### config.mk
export PLATFORM = sky130hd
export DESIGN_NAME = alarm_clock_core_flat
export DESIGN_NICKNAME = d
export VERILOG_FILES = /design/src/rtl/alarm_clock_core_if.sv /design/src/rtl/alarm_clock_core.sv /design/src/flat_wrapper.sv
export SDC_FILE = /design/constraint.sdc
export NUM_CORES = 1
export LEC_CHECK = 0
export CAP_MARGIN = 20
export CORE_MARGIN = 4
export CORE_UTILIZATION = 60
export CTS_BUF_LIST = sky130_fd_sc_hd__clkbuf_4 sky130_fd_sc_hd__clkbuf_8 sky130_fd_sc_hd__clkbuf_16
export CTS_CLUSTER_SIZE = 24
export DETAILED_ROUTE_END_ITERATION = 10
export GPL_ROUTABILITY_DRIVEN = 0
export PLACE_DENSITY = 0.82
export SLEW_MARGIN = 20
export SYNTH_ARGS = -nofsm -noshare
export SYNTH_HDL_FRONTEND = slang
export SYNTH_SLANG_ARGS = --single-unit
### constraint.sdc
create_clock -name clock -period 9.44 [get_ports clock]
set_clock_uncertainty 0.2 [all_clocks]
set_input_delay 1.888 -clock clock [delete_from_list [all_inputs] [get_ports clock]]
set_output_delay 1.888 -clock clock [all_outputs]
set_load 0.02 [all_outputs]
### src/rtl/alarm_clock_core_if.sv
// Control and display bundle for alarm_clock_core: board-side controls in, time/alarm/tone out.
// master = board/debouncer side, slave = the clock core.
interface alarm_clock_core_if;
  logic       speed_sel;
  logic [1:0] mode;
  logic       inc_hour;
  logic       inc_min;
  logic       alarm_en;
  logic       stop;
  logic       snooze;
  logic [4:0] hours;
  logic [5:0] minutes;
  logic [5:0] seconds;
  logic [4:0] alarm_hours;
  logic [5:0] alarm_mins;
  logic       ringing;
  logic       buzzer;
  logic       blink;

  modport master (
    output speed_sel, mode, inc_hour, inc_min, alarm_en, stop, snooze,
    input  hours, minutes, seconds, alarm_hours, alarm_mins, ringing, buzzer, blink
  );

  modport slave (
    input  speed_sel, mode, inc_hour, inc_min, alarm_en, stop, snooze,
    output hours, minutes, seconds, alarm_hours, alarm_mins, ringing, buzzer, blink
  );
endinterface

### src/rtl/alarm_clock_core.sv
// 24 h alarm-clock engine: tick divider, HH:MM:SS counter, alarm register, alarm FSM, buzzer tone.
// Define ALARM_SNOOZE_EN to build the SNOOZE state and honour the snooze input.
module alarm_clock_core #(
  parameter int unsigned CLK_HZ     = 50_000_000,
  parameter int unsigned FAST_DIV   = 1000,
  parameter int unsigned TONE_DIV   = 113636,
  parameter int unsigned RING_SEC   = 60,
  parameter int unsigned SNOOZE_MIN = 5
) (
  input  logic                clock,
  input  logic                reset,
  alarm_clock_core_if.slave   ctl
);

  localparam int unsigned LIM_S = CLK_HZ;
  localparam int unsigned LIM_F = CLK_HZ / FAST_DIV;
  localparam int unsigned CW    = (CLK_HZ > 1) ? $clog2(CLK_HZ) : 1;
  localparam int unsigned TW    = (TONE_DIV > 1) ? $clog2(TONE_DIV) : 1;
  localparam int unsigned RW    = (RING_SEC > 1) ? $clog2(RING_SEC) : 1;

  localparam logic [CW-1:0] TOP_S  = CW'(LIM_S - 1);
  localparam logic [CW-1:0] TOP_F  = CW'(LIM_F - 1);
  localparam logic [CW-1:0] HALF_S = CW'(LIM_S / 2);
  localparam logic [CW-1:0] HALF_F = CW'(LIM_F / 2);
  localparam logic [TW-1:0] TONE_LAST = TW'(TONE_DIV - 1);
  localparam logic [RW-1:0] RING_LAST = RW'(RING_SEC - 1);

`ifdef ALARM_SNOOZE_EN
  typedef enum logic [1:0] {IDLE, RING, SNOOZE} state_t;
`else
  typedef enum logic {IDLE, RING} state_t;
`endif

  state_t        state, state_n;
  logic [CW-1:0] div_cnt, div_nxt, top, half;
  logic          spd_q, tick, run, set_time, set_alarm, match, abort;
  logic [4:0]    hr, hr_n, ahr, ahr_n;
  logic [5:0]    mn, mn_n, sc, sc_n, amn, amn_n;
  logic [RW-1:0] ring_cnt;
  logic [TW-1:0] tone_cnt;
  logic          buz_q, ring_q, blink_q;

  assign set_time  = (ctl.mode == 2'b01);
  assign set_alarm = (ctl.mode == 2'b10);
  assign run       = !set_time && !set_alarm;

  // A speed change restarts the divider so the new period starts cleanly from 0.
  always_comb begin
    top     = ctl.speed_sel ? TOP_F : TOP_S;
    half    = ctl.speed_sel ? HALF_F : HALF_S;
    tick    = 1'b0;
    div_nxt = div_cnt + 1'b1;
    if (set_time || (ctl.speed_sel != spd_q)) begin
      div_nxt = '0;
    end else if (div_cnt == top) begin
      div_nxt = '0;
      tick    = 1'b1;
    end
  end

  always_comb begin
    hr_n  = hr;
    mn_n  = mn;
    sc_n  = sc;
    ahr_n = ahr;
    amn_n = amn;
    if (set_time) begin
      sc_n = '0;
      if (ctl.inc_min)  mn_n = (mn == 6'd59) ? '0 : mn + 6'd1;
      if (ctl.inc_hour) hr_n = (hr == 5'd23) ? '0 : hr + 5'd1;
    end else if (tick) begin
      if (sc != 6'd59) begin
        sc_n = sc + 6'd1;
      end else begin
        sc_n = '0;
        if (mn != 6'd59) begin
          mn_n = mn + 6'd1;
        end else begin
          mn_n = '0;
          hr_n = (hr == 5'd23) ? '0 : hr + 5'd1;
        end
      end
    end
    if (set_alarm) begin
      if (ctl.inc_min)  amn_n = (amn == 6'd59) ? '0 : amn + 6'd1;
      if (ctl.inc_hour) ahr_n = (ahr == 5'd23) ? '0 : ahr + 5'd1;
    end
  end

  assign match = tick && run && ctl.alarm_en && (sc_n == '0) && (hr_n == ahr) && (mn_n == amn);
  assign abort = ctl.stop || !ctl.alarm_en || !run;

`ifdef ALARM_SNOOZE_EN
  localparam int unsigned SNZ_TICKS = SNOOZE_MIN * 60;
  localparam int unsigned SW        = (SNZ_TICKS > 1) ? $clog2(SNZ_TICKS) : 1;
  localparam logic [SW-1:0] SNZ_LAST = SW'(SNZ_TICKS - 1);
  logic [SW-1:0] snz_cnt;
  logic          snz_done;

  always_ff @(posedge clock) begin
    if (!reset)                               snz_cnt <= '0;
    else if (state != SNOOZE)                 snz_cnt <= '0;
    else if (tick && (state_n == SNOOZE))     snz_cnt <= snz_cnt + 1'b1;
  end

  assign snz_done = tick && (snz_cnt == SNZ_LAST);
`else
  logic unused_snooze;
  assign unused_snooze = ctl.snooze;
`endif

  // Stop outranks snooze, snooze outranks the ring timeout.
  always_comb begin
    state_n = state;
    case (state)
      IDLE: if (match) state_n = RING;
      RING: begin
        if (abort) state_n = IDLE;
`ifdef ALARM_SNOOZE_EN
        else if (ctl.snooze) state_n = SNOOZE;
`endif
        else if (tick && (ring_cnt == RING_LAST)) state_n = IDLE;
      end
`ifdef ALARM_SNOOZE_EN
      SNOOZE: begin
        if (abort)         state_n = IDLE;
        else if (snz_done) state_n = RING;
      end
`endif
      default: state_n = IDLE;
    endcase
  end

  always_ff @(posedge clock) begin
    if (!reset) begin
      div_cnt  <= '0;
      spd_q    <= ctl.speed_sel;
      hr       <= '0;
      mn       <= '0;
      sc       <= '0;
      ahr      <= '0;
      amn      <= '0;
      state    <= IDLE;
      ring_cnt <= '0;
      tone_cnt <= '0;
      buz_q    <= 1'b0;
      ring_q   <= 1'b0;
      blink_q  <= 1'b1;
    end else begin
      div_cnt <= div_nxt;
      spd_q   <= ctl.speed_sel;
      hr      <= hr_n;
      mn      <= mn_n;
      sc      <= sc_n;
      ahr     <= ahr_n;
      amn     <= amn_n;
      state   <= state_n;
      ring_q  <= (state_n == RING);
      blink_q <= run || (div_nxt < half);
      if ((state_n == RING) && (state != RING))      ring_cnt <= '0;
      else if ((state_n == RING) && tick)            ring_cnt <= ring_cnt + 1'b1;
      if ((state_n == RING) && (state == RING)) begin
        if (tone_cnt == TONE_LAST) begin
          tone_cnt <= '0;
          buz_q    <= ~buz_q;
        end else begin
          tone_cnt <= tone_cnt + 1'b1;
        end
      end else begin
        tone_cnt <= '0;
        buz_q    <= 1'b0;
      end
    end
  end

  assign ctl.hours       = hr;
  assign ctl.minutes     = mn;
  assign ctl.seconds     = sc;
  assign ctl.alarm_hours = ahr;
  assign ctl.alarm_mins  = amn;
  assign ctl.ringing     = ring_q;
  assign ctl.buzzer      = buz_q;
  assign ctl.blink       = blink_q;

endmodule

### src/flat_wrapper.sv
// flat-port wrapper written by rule: the top's interface ports become plain ports
module alarm_clock_core_flat 
#(
  parameter int unsigned CLK_HZ     = 50_000_000,
  parameter int unsigned FAST_DIV   = 1000,
  parameter int unsigned TONE_DIV   = 113636,
  parameter int unsigned RING_SEC   = 60,
  parameter int unsigned SNOOZE_MIN = 5
)
  (clock, reset, ctl_speed_sel, ctl_mode, ctl_inc_hour, ctl_inc_min, ctl_alarm_en, ctl_stop, ctl_snooze, ctl_hours, ctl_minutes, ctl_seconds, ctl_alarm_hours, ctl_alarm_mins, ctl_ringing, ctl_buzzer, ctl_blink);
  alarm_clock_core_if ctl_i ();
  input  logic clock;
  input  logic reset;
  input wire logic [$bits(ctl_i.speed_sel)-1:0] ctl_speed_sel;
  input wire logic [$bits(ctl_i.mode)-1:0] ctl_mode;
  input wire logic [$bits(ctl_i.inc_hour)-1:0] ctl_inc_hour;
  input wire logic [$bits(ctl_i.inc_min)-1:0] ctl_inc_min;
  input wire logic [$bits(ctl_i.alarm_en)-1:0] ctl_alarm_en;
  input wire logic [$bits(ctl_i.stop)-1:0] ctl_stop;
  input wire logic [$bits(ctl_i.snooze)-1:0] ctl_snooze;
  output wire logic [$bits(ctl_i.hours)-1:0] ctl_hours;
  output wire logic [$bits(ctl_i.minutes)-1:0] ctl_minutes;
  output wire logic [$bits(ctl_i.seconds)-1:0] ctl_seconds;
  output wire logic [$bits(ctl_i.alarm_hours)-1:0] ctl_alarm_hours;
  output wire logic [$bits(ctl_i.alarm_mins)-1:0] ctl_alarm_mins;
  output wire logic [$bits(ctl_i.ringing)-1:0] ctl_ringing;
  output wire logic [$bits(ctl_i.buzzer)-1:0] ctl_buzzer;
  output wire logic [$bits(ctl_i.blink)-1:0] ctl_blink;
  assign ctl_i.speed_sel = ctl_speed_sel;
  assign ctl_i.mode = ctl_mode;
  assign ctl_i.inc_hour = ctl_inc_hour;
  assign ctl_i.inc_min = ctl_inc_min;
  assign ctl_i.alarm_en = ctl_alarm_en;
  assign ctl_i.stop = ctl_stop;
  assign ctl_i.snooze = ctl_snooze;
  assign ctl_hours = ctl_i.hours;
  assign ctl_minutes = ctl_i.minutes;
  assign ctl_seconds = ctl_i.seconds;
  assign ctl_alarm_hours = ctl_i.alarm_hours;
  assign ctl_alarm_mins = ctl_i.alarm_mins;
  assign ctl_ringing = ctl_i.ringing;
  assign ctl_buzzer = ctl_i.buzzer;
  assign ctl_blink = ctl_i.blink;
  alarm_clock_core #(.CLK_HZ(CLK_HZ), .FAST_DIV(FAST_DIV), .TONE_DIV(TONE_DIV), .RING_SEC(RING_SEC), .SNOOZE_MIN(SNOOZE_MIN)) u_core (.clock(clock), .reset(reset), .ctl(ctl_i));
endmodule
# After elaboration in Yosys (flattened, before gate mapping)

Cells that the tools add are included.

Register bits after elaboration: 81
Output and inout port bits: 31

Add/sub/neg operators: 8
Magnitude comparators: 1
Eq/ne operators: 14
Muxes and demuxes: 27
Bitwise gates (word level): 4
Reduce and logical (&&, ||, !) cells: 24

Operators by type and width:

| kind                  | number |
|---|---|
| $mux 26               | 3 |
| $mux 6                | 10 |
| $mux 5                | 7 |
| $add 26x1->26 const B | 1 |
| $eq 26x26->1          | 1 |
| $lt 26x26->1          | 1 |
| $mux 25               | 1 |
| $add 6x1->6 const B   | 4 |
| $eq 6x6->1 const B    | 3 |
| $add 17x1->17 const B | 1 |
| $eq 17x17->1 const B  | 1 |
| $ne 6x6->1 const B    | 2 |
| $add 5x1->5 const B   | 2 |
| $eq 5x5->1 const B    | 2 |
| $logic_and 1x1->1     | 10 |
| $eq 6x6->1            | 1 |
| $logic_not 6->1       | 1 |
| $reduce_and 2->1      | 3 |
| $eq 5x5->1            | 1 |
| $mux 1                | 5 |
| $logic_not 1->1       | 4 |
| $logic_or 1x1->1      | 4 |
| $not 1->1             | 4 |
| $reduce_or 3->1       | 1 |
| other kinds (5)       | 5 |

# Depth between registers and ports, before layout

Gate-level depths: netlist of the first run.

Word-level depth: 15
Depth in mapped cells: 17
Gate-level depth less buffers: 16

# Worst setup path before layout of the first run

No wires, ideal clock.

Kind: input-to-reg
From: in ctl_speed_sel
To: reg u_core.ring_cnt[0]
Arrival: 4.894 ns
Required time: 9.125 ns
Path slack: 4.231 ns
Stages on the path: 12
Buffers on the path: 2
Cell sequence: nand2b_1 or4b_1 buf_2 a221o_1 o31ai_4 o2111ai_1 or4_1 or4_4 o21ai_4 buf_6 a21boi_1 o21ba_1

Longest elaborated chain between the ends: 14

Ends and longest elaborated chain:

| what                             | line                    | text |
|---|---|---|
| start, declared                  | flat_wrapper.sv:14      | `input wire logic [$bits(ctl_i.speed_sel)-1:0] ctl_speed_sel;` |
| $mux 26                          | alarm_clock_core.sv:49  | `top = ctl.speed_sel ? TOP_F : TOP_S;` |
| $eq 26x26->1                     | alarm_clock_core.sv:55  | `end else if (div_cnt == top) begin` |
| $mux 1                           | alarm_clock_core.sv:55  |  |
| $mux 1 *                         | alarm_clock_core.sv:53  | `if (set_time \|\| (ctl.speed_sel != spd_q)) begin` |
| $mux 6                           | alarm_clock_core.sv:71  | `end else if (tick) begin` |
| $mux 6                           | alarm_clock_core.sv:67  | `if (set_time) begin` |
| $logic_not 6->1                  | alarm_clock_core.sv:90  | `assign match = tick && run && ctl.alarm_en && (sc_n == '0) && (hr_n == ahr) && (mn_n == amn);` |
| $logic_and 1x1->1 (3 in series)  | alarm_clock_core.sv:90  |  |
| $mux 1                           | alarm_clock_core.sv:116 | `IDLE: if (match) state_n = RING;` |
| $pmux 1 s2                       | alarm_clock_core.sv:115 | `case (state)` |
| $logic_and 1x1->1                | alarm_clock_core.sv:160 | `if ((state_n == RING) && (state != RING)) ring_cnt <= '0;` |
| $reduce_or 2->1 (no source line) | --                      |  |
| end signal, assigned             | alarm_clock_core.sv:161 | `else if ((state_n == RING) && tick) ring_cnt <= ring_cnt + 1'b1;` |
| end, declared                    | alarm_clock_core.sv:39  | `logic [RW-1:0] ring_cnt;` |

Mark *: on every way between the ends. The rest lies on a longest branch, timed or not.
A chain may end at the register's enable or synchronous reset.

# Final worst setup path of the first run

Ends and elaborated chain as after synthesis.

==> results.py, run 1 <==
metrics = {
    "status": {
        "outcome": "finished clean",
    },
    "yosys": {
        "yosys_warnings": 0,
        "synth.top_cell.area_share_pct": 31.3,
        "syn_area_um2": 5190,
        "synthesis.nets": 686,
        "yosysSeqAreaShare_pct": 31.3,
        "synth_edf_count": 0,
        "synth_top_area_cell": "dfxtp_1",
        "synth_flop_cell": "dfxtp_1",
        "netlist-cell-type-count": 74,
        "synth_cells": 653,
        "ys_top_cells_by_count": "dfxtp_1 (81), nor2_1 (81), nand2_1 (66), xor2_1 (38), nand3_1 (26)",
        "synthTopCellsByArea": "dfxtp_1 (31%), xor2_1 (6.4%), nor2_1 (5.9%)",
        "synth_seq_cells": 81,
        "async_flop_share_pct": 0,
        "syn_area_per_cell_um2": 7.94,
    },
    "cts": {
        "clk-insertion-delay-late_ps": 360,
        "cts_made_buffers": 9,
        "post_cts_buffers": 0,
        "clock_path_buffers": 2,
        "cts-resized-gates": 0,
        "path_clk_slew_ps": 90,
        "cts.root.buffer_cell": "clkbuf_8",
        "cts_tree": "built",
        "cts.sinks": 81,
        "cts_hold_buffers": 0,
        "cts.htree.levels": 3,
    },
    "route": {
        "drc": 0,
        "drt-total-wl_um": 12500,
        "vias_per_cell": 6.23,
        "routedWlPerCell_um": 16.0,
        "drt_first_iter_violations": 244,
        "drt_pass1_iterations": 5,
        "ant_nets": 0,
        "via_count": 4857,
    },
    "power": {
        "pwr-share-comb_pct": 7.3,
        "power_density_nw_per_um2": 112,
        "seqPwrFrac_pct": 54.0,
        "internal-power_uw": 482,
        "power_switching_uw": 164,
        "ir_worst_vdd_mv": 0.0818,
        "switching_share_pct": 25.4,
        "clockPowerShare_pct": 38.7,
        "p_leak_nw": 2.05,
    },
    "sta": {
        "maxSlewHeadroom_pct": 41.3,
        "fin_crit_sh_pct": 68.1,
        "rsz0062_at_grt": "false",
        "timing.setup.tns_ps": 0,
        "hold_violations": 0,
        "maxSlewViolCount": 0,
        "fmax_ghz": 0.155,
        "holdWs_ps": 264,
        "setup_slack_ps": 3010,
        "setup_violations": 0,
        "period_minus_slack_ps": 6430,
        "worst_slew_pin_slew_ps": 881,
    },
    "flow_run": {
        "timing.max_cap.violations": 0,
    },
    "worst_setup_path": {
        "path_delay_family": "simple AND/OR/NAND/NOR gates",
        "critPathCaptureType": "flip-flop",
        "startpoint_type": "input pin",
        "path_class": "input pin to flip-flop",
        "critPathMaxStageDelay_ps": 790,
        "crit_arrival_ps": 6530,
        "cp_slowest_cell": "clkdlybuf4s50_1",
        "crit_fanout": 18,
        "crit_top_cell": "o311ai_0",
        "worstPathRequired_ps": 9540,
        "crit_buf_inv": 1,
        "crit_chain": "clkdlybuf4s50_1 -> nand2b_1 -> or4b_1 -> a221o_1 -> o311ai_0 -> o311ai_0 -> or4_1 -> or4_4 -> o21ai_4 -> nor3b_1 -> o21ba_1",
    },
    "global_route": {
        "grt_pass1_vias": 4529,
        "antenna_found_initial": 0,
        "grt_max_degree": 33,
        "grt_overflow": 0,
        "grt_first_pass_wirelength_um": 21000,
        "grt_use_total_pct": 25.2,
    },
    "final_layout": {
        "num_antenna_cells": 0,
        "utilization_pct": 69.4,
        "nNetsFinal": 705,
        "drive_above_1_share_pct": 4.00,
        "area_growth_pct": 11.0,
        "fillCellCount": 688,
    },
    "placed_design": {
        "dpl_worst_slack_ps": 2720,
        "dp_hpwl_um": 8960,
        "port_buffers": 39,
    },
    "die": {
        "die_w_um": 101,
        "initial_core_util_pct": 62.5,
        "placementRows": 33,
        "die-height_um": 101,
        "core_um2": 8300,
        "dieArea_um2": 10200,
        "ios": 41,
    },
    "min_path": {
        "hold_path_class": "flip-flop to flip-flop",
    },
}
## final timing paths
kind	start	end	cells after the start	slack [ps]
max	ctl_speed_sel	u_core.ring_cnt[0]	11	3010
min	u_core.tone_cnt[0]	u_core.tone_cnt[0]	1	260
max reg2reg	u_core.div_cnt[8]	u_core.ring_cnt[0]	10	5000
min reg2reg	u_core.tone_cnt[0]	u_core.tone_cnt[0]	1	260
## metal layers
| layer | routed length, um | vias to the layer above | track usage [%] |
|---|---|---|---|
| met5 | 0 | - | 0 |
| met4 | 275 | 0 | 11.1 |
| met3 | 723 | 27 | 3.60 |
| met2 | 5950 | 175 | 41.8 |
| met1 | 5530 | 2268 | 32.5 |
| li1 | - | 2387 | - |
## cells by family after synthesis
| family | after synthesis | share of synthesized area, % |
|---|---|---|
| AND/OR/NAND/NOR | 302 | 30.0 |
| buffers and inverters | 57 | 4.51 |
| AO/OA/AOI/OAI | 126 | 17.7 |
| adder cells (fa/ha/maj) | 24 | 5.74 |
| XOR/XNOR | 55 | 9.29 |
| flip-flops | 81 | 31.3 |
| multiplexers | 8 | 1.57 |
## cell usage in the layout, fill, tap and decap left out, types with 6 or more instances in the layout
cell,instances
ha_1,23
xnor2_1,17
clkbuf_8,9
nor2_1,81
clkdlybuf4s50_1,39
dfxtp_1,81
and2_1,20
xor2_1,38
nand2_1,66
nor2b_1,8
inv_1,24
o21ai_0,22
a21boi_0,6
and3_1,15
nor3_1,10
a21oi_1,21
mux2i_1,7
nand3_1,26
nand4_1,24
nand2b_1,8
## power by group through the flow
stage               sequential, mW  combinational, mW  clock, mW
floorplan                    0.358             0.0278          0
global placement             0.357             0.0456          0
detailed placement           0.357             0.0467          0
CTS                          0.349             0.0470      0.254
global route                 0.350             0.0516      0.267
finish                       0.349             0.0474      0.250
## through the flow
step	instance area (um^2)	power, mW	instances
6_report	5760	0.647	780
5_1_grt	5760	0.668	780
4_1_cts	5760	0.650	780
3_5_place_dp	5580	0.404	766
3_3_place_gp	5580	0.402	766
2_1_floorplan	5190	0.385	653
## sequential cells by signal (all words and copies together), names as in the netlist, 5 cells and up
| name | cells |
|---|---|
| u_core.ctl.alarm_hours | 5 |
| u_core.ctl.seconds | 6 |
| u_core.ctl.alarm_mins | 6 |
| u_core.ctl.hours | 5 |
| u_core.ring_cnt | 6 |
| u_core.div_cnt | 26 |
| u_core.tone_cnt | 17 |
| u_core.ctl.minutes | 6 |
## area by class of cell
type	instances	area [um^2]	share of cell area [%]
Multi-Input combinational cell	515	3330	57.8
Sequential cell	81	1620	28.1
Clock inverter	5	56.3	0.977
Tap cell	105	131	2.28
Clock buffer	9	124	2.15
Inverter	24	90.1	1.56
Timing Repair Buffer	41	405	7.04
(Power assumes the default switching activity.)
==> run 2, diff against run 1 <==
- CORE_UTILIZATION: 60 -> 59
- PLACE_DENSITY: 0.82 -> 0.81
- clock period: 9.44 -> 6.45 ns (I/O delays scaled with it)
==> run 2 against run 1 <==
Effect of this change:
- clock-buffer cell count up 2
- final cell count up 0.64%
- combinational power up 49%
- global-route usage up 0.17 points
- wire length up 0.56%
- power up 52%
- critical path depth unchanged
- non-clock buffer count up 3
- critical endpoint unchanged
- largest cell class unchanged
- largest power group unchanged
- highest routed layer unchanged
==> results.py, run 2 (synthesized netlist as in run 1, its figures left out) <==
metrics = {
    "global_route": {
        "grt_first_pass_wirelength_um": 21500,
        "grt_max_degree": 22,
        "grt_pass1_vias": 4702,
        "antenna_found_initial": 0,
        "grt_use_total_pct": 25.4,
        "grt_overflow": 0,
    },
    "final_layout": {
        "area_growth_pct": 12.0,
        "num_antenna_cells": 0,
        "nNetsFinal": 708,
        "layout_common_cells": "nor2_1 (81), dfxtp_1 (81), nand2_1 (66)",
        "multi_input_area_um2": 3330,
        "largest_register": "u_core.div_cnt",
        "regArea_um2": 1620,
        "reg.largest.list": "u_core.div_cnt x26, u_core.tone_cnt x17",
        "largest_reg_flops": 26,
        "fillCellCount": 697,
        "drive_above_1_share_pct": 4.71,
    },
    "worst_setup_path": {
        "startpoint_type": "input pin",
        "ff2ff_path_depth": 10,
        "crit_chain": "clkdlybuf4s50_1 -> nand2b_1 -> or4b_1 -> a221o_1 -> o31ai_4 -> o2111ai_1 -> or4_1 -> or4_4 -> o21ai_4 -> nor3b_1 -> o21ba_1",
        "crit_arrival_ps": 5390,
        "cp_slowest_cell": "a221o_1",
        "worstPathRequired_ps": 6560,
        "crit_fanout": 14,
        "worstReg2RegStart": "u_core.div_cnt[8]",
        "path_class": "input pin to flip-flop",
        "critPathMaxStageDelay_ps": 590,
        "critPathCaptureType": "flip-flop",
        "rrSetupSlack_ps": 2110,
        "regToRegEndpoint": "u_core.ring_cnt[0]",
    },
    "cts": {
        "cts.sinks": 81,
        "cts-resized-gates": 0,
        "cts_made_buffers": 9,
        "clk-insertion-delay-late_ps": 360,
        "cts_hold_buffers": 0,
        "cts.root.buffer_cell": "clkbuf_8",
        "path_clk_slew_ps": 90,
        "clock_path_buffers": 2,
        "cts.htree.levels": 3,
        "post_cts_buffers": 0,
        "cts_tree": "built",
    },
    "sta": {
        "hold_violations": 0,
        "period_minus_slack_ps": 5270,
        "fmax_ghz": 0.190,
        "maxSlewViolCount": 0,
        "fin_crit_sh_pct": 81.8,
        "worst_slew_pin_slew_ps": 836,
        "rsz0062_at_grt": "false",
        "setup_violations": 0,
        "holdWs_ps": 275,
        "maxSlewHeadroom_pct": 43.6,
        "timing.setup.tns_ps": 0,
    },
    "die": {
        "dieArea_um2": 10400,
        "ios": 41,
        "core_um2": 8380,
        "initial_core_util_pct": 61.9,
        "placementRows": 33,
        "die_w_um": 102,
        "die-height_um": 102,
    },
    "route": {
        "ant_nets": 0,
        "drt_pass1_iterations": 6,
        "wl_met2_um": 6010,
        "drt_first_iter_violations": 228,
        "vias_per_cell": 6.25,
        "via_count": 4908,
        "drc": 0,
        "highest_layer": "met4",
        "wl_met3_um": 795,
        "drt-total-wl_um": 12500,
        "routedWlPerCell_um": 16.0,
        "wl_met1_um": 5450,
    },
    "power": {
        "power_density_nw_per_um2": 169,
        "p_leak_nw": 2.08,
        "power_uw": 981,
        "ir_worst_vdd_mv": 0.128,
    },
    "min_path": {
        "hold_depth": 1,
        "min_from": "u_core.div_cnt[0]",
        "worstHoldEndpoint": "u_core.div_cnt[0]",
        "hold_path_class": "flip-flop to flip-flop",
    },
    "placed_design": {
        "port_buffers": 39,
        "dp_hpwl_um": 9180,
    },
    "status": {
        "outcome": "finished clean",
    },
    "flow_run": {
        "timing.max_cap.violations": 0,
    },
}
run 2: cell count changes in the layout (fill, tap and decap cells not counted), sizes merged:
cell      before  now
buf            2    5
clkbuf         9   11
clkinv         2    0
clkinvlp       1    2
inv           25   26
run 2: area by class of cell:
type	instances	area share, %
clock inverter	5	1.08
multi-input combinational	515	57.3
inverter	24	1.55
timing repair buffer	44	7.36
tap	105	2.26
clock buffer	11	2.50
sequential	81	27.9
run 2: how the worst max path moves through the flow:
stage	start	end	slack, ps	cells past startpoint
after floorplan	ctl_speed_sel	u_core.ring_cnt[0]	1840	12
after global placement	ctl_speed_sel	u_core.ring_cnt[0]	950	11
after detailed placement	ctl_speed_sel	u_core.ring_cnt[1]	870	11
after CTS	ctl_speed_sel	u_core.ring_cnt[0]	1240	11
after global routing	ctl_speed_sel	u_core.ring_cnt[1]	1010	12
final	ctl_speed_sel	u_core.ring_cnt[0]	1180	11
run 2: metrics by stage:
step           instances  cell area (um^2)  setup WS, ps  utilization, %
3_5_place_dp         769              5600           871            66.8
4_1_cts              785              5810          1240            69.3
2_1_floorplan        653              5190          1840               -
6_report             785              5810          1180            69.3
5_1_grt              785              5810          1010            69.3
3_3_place_gp         769              5600           954            66.8
run 2: routing by layer:
| metal | global-route usage [%] | up-vias |
|---|---|---|
| li1 | - | 2399 |
| met1 | 31.8 | 2285 |
| met2 | 43.6 | 193 |
| met3 | 3.72 | 31 |
| met4 | 10.2 | 0 |
| met5 | 0 | - |
run 2: worst max-delay path: cells and delay by family:
family	cells	cell delay [ps]
buffers and inverters	1	490
AND/OR/NAND/NOR	5	1960
AO/OA/AOI/OAI	5	1630
run 2: power breakdown:
group | switching (mW) | leakage, nW | total [mW] | internal, mW
sequential | 0.00735 | 0.654 | 0.511 | 0.503
combinational | 0.0419 | 1.32 | 0.0704 | 0.0285
clock | 0.203 | 0.100 | 0.400 | 0.197
==> run 3, diff against run 2 <==
- CORE_UTILIZATION: 59 -> 53
- PLACE_DENSITY: 0.81 -> 0.76
- clock period: 6.45 -> 4.84 ns (I/O delays scaled with it)
==> run 3 against run 2 <==
Effect of this change:
- first-iteration DRC count increased by 32%
- sequential share of layout area down 0.90 points
- design area grew 3.3%
- combinational power rose by 46%
- critical path depth rose by 1
- power increased by 33%
- final cell count up 5.5%
- clock power is 31% higher
- global-route usage decreased by 3.2 points
- non-clock buffer count rose by 19
- utilization is 5.3 points lower
- critical endpoint is now u_core.ring_cnt[2]
- largest cell class unchanged
==> results.py, run 3 (synthesized netlist as in run 1, its figures left out) <==
metrics = {
    "sta": {
        "hold_violations": 0,
        "maxSlewHeadroom_pct": 45.5,
        "rsz0062_at_grt": "false",
        "maxSlewViolCount": 0,
        "fmax_ghz": 0.219,
        "holdWs_ps": 262,
        "period_minus_slack_ps": 4560,
        "fin_crit_sh_pct": 94.2,
        "worst_slew_pin_slew_ps": 807,
        "setup_violations": 0,
    },
    "global_route": {
        "busiest_layer": "met2",
        "use_met1_pct": 28.8,
        "grt_use_total_pct": 22.2,
        "antenna_found_initial": 0,
        "use_met2_pct": 36.2,
        "grt_overflow": 0,
        "grt_max_degree": 19,
        "grt_first_pass_wirelength_um": 20900,
        "grt_pass1_vias": 4613,
        "grt_use_met3_pct": 5.12,
    },
    "route": {
        "drt-total-wl_um": 12400,
        "routedWlPerCell_um": 15.0,
        "vias_per_cell": 5.93,
        "via_count": 4907,
        "drt_first_iter_violations": 300,
        "drt_pass1_iterations": 5,
        "ant_nets": 0,
        "drc": 0,
    },
    "cts": {
        "cts.root.buffer_cell": "clkbuf_8",
        "clock_path_buffers": 2,
        "cts_tree": "built",
        "cts_made_buffers": 9,
        "cts-resized-gates": 0,
        "cts_hold_buffers": 0,
        "clk-insertion-delay-late_ps": 360,
        "cts.sinks": 81,
        "post_cts_buffers": 0,
        "cts.htree.levels": 3,
        "path_clk_slew_ps": 80,
    },
    "final_layout": {
        "fillCellCount": 851,
        "multi_input_area_um2": 3330,
        "drive_above_1_share_pct": 7.30,
        "utilization_pct": 64.1,
        "regArea_um2": 1620,
        "stdcell_area_um2": 6000,
        "layout_common_cells": "nor2_1 (81), dfxtp_1 (81), nand2_1 (66)",
        "area_growth_pct": 15.7,
        "nNetsFinal": 727,
        "num_antenna_cells": 0,
        "largest_reg_flops": 26,
        "largest_register": "u_core.div_cnt",
        "reg.largest.list": "u_core.div_cnt x26, u_core.tone_cnt x17",
    },
    "worst_setup_path": {
        "rrSetupSlack_ps": 740,
        "path_class": "input pin to flip-flop",
        "startpoint_type": "input pin",
        "critPathCaptureType": "flip-flop",
        "worstPathRequired_ps": 4930,
        "crit_arrival_ps": 4650,
        "crit_fanout": 9,
    },
    "power": {
        "p_leak_nw": 2.17,
        "power_density_nw_per_um2": 218,
        "ir_worst_vdd_mv": 0.165,
    },
    "placed_design": {
        "port_buffers": 39,
        "place_area_um2": 5790,
        "dp_hpwl_um": 9170,
    },
    "die": {
        "die_w_um": 107,
        "placementRows": 35,
        "die-height_um": 107,
        "ios": 41,
        "core_um2": 9370,
        "initial_core_util_pct": 55.4,
        "dieArea_um2": 11400,
    },
    "min_path": {
        "hold_path_class": "flip-flop to flip-flop",
    },
    "status": {
        "outcome": "finished clean",
    },
    "flow_run": {
        "timing.max_cap.violations": 0,
    },
}
run 3: changes by cell type in the layout (fill, tap and decap cells not counted), sizes merged:
cell	delta
buf	+19
inv	-2
clkinv	+3
clkinvlp	-1
run 3: routing by layer:
layer  part of all wire, %  routed length [um]
met5                     0                   0
met2                    46                5760
met4                   1.3                 160
met1                    45                5580
met3                   7.2                 895
run 3: path summary, 6_finish.rpt:
| kind | start | cells past startpoint | endpoint |
|---|---|---|---|
| max | ctl_speed_sel | 12 | u_core.ring_cnt[2] |
| min | u_core.tone_cnt[0] | 1 | u_core.tone_cnt[0] |
| max reg2reg | u_core.ctl.seconds[0] | 12 | u_core.ring_cnt[2] |
| min reg2reg | u_core.tone_cnt[0] | 1 | u_core.tone_cnt[0] |
run 3: cell type report:
cell class / instances / area share (%)
multi-input combinational: 515 / 55.5
sequential: 81 / 27.0
timing repair buffer: 63 / 9.71
tap: 129 / 2.69
clock buffer: 11 / 2.52
inverter: 24 / 1.50
clock inverter: 5 / 1.06
run 3: metrics by stage:
stage	std cells	total power [mW]	setup TNS [ps]	worst slack [ps]
floorplan	653	0.752	0	551
global placement	812	0.795	-20.2	-9.92
detailed placement	812	0.798	-197	-54.3
CTS	828	1.32	0	321
global route	828	1.36	0	135
finish	828	1.31	0	282
run 3: where the power goes:
group | switching [mW] | internal, mW
Sequential | 0.0102 | 0.671
Clock | 0.255 | 0.269
Combinational | 0.0582 | 0.0446
run 3: worst max-delay path, stage by stage:
cell,delay [ps]
clkdlybuf4s50_1,490
nand2b_1,190
or4b_1,490
a221o_1,430
o31ai_4,270
o2111ai_1,160
or4_1,540
or4_4,460
o21ai_4,230
buf_12,150
nand4_1,90
a21oi_1,180
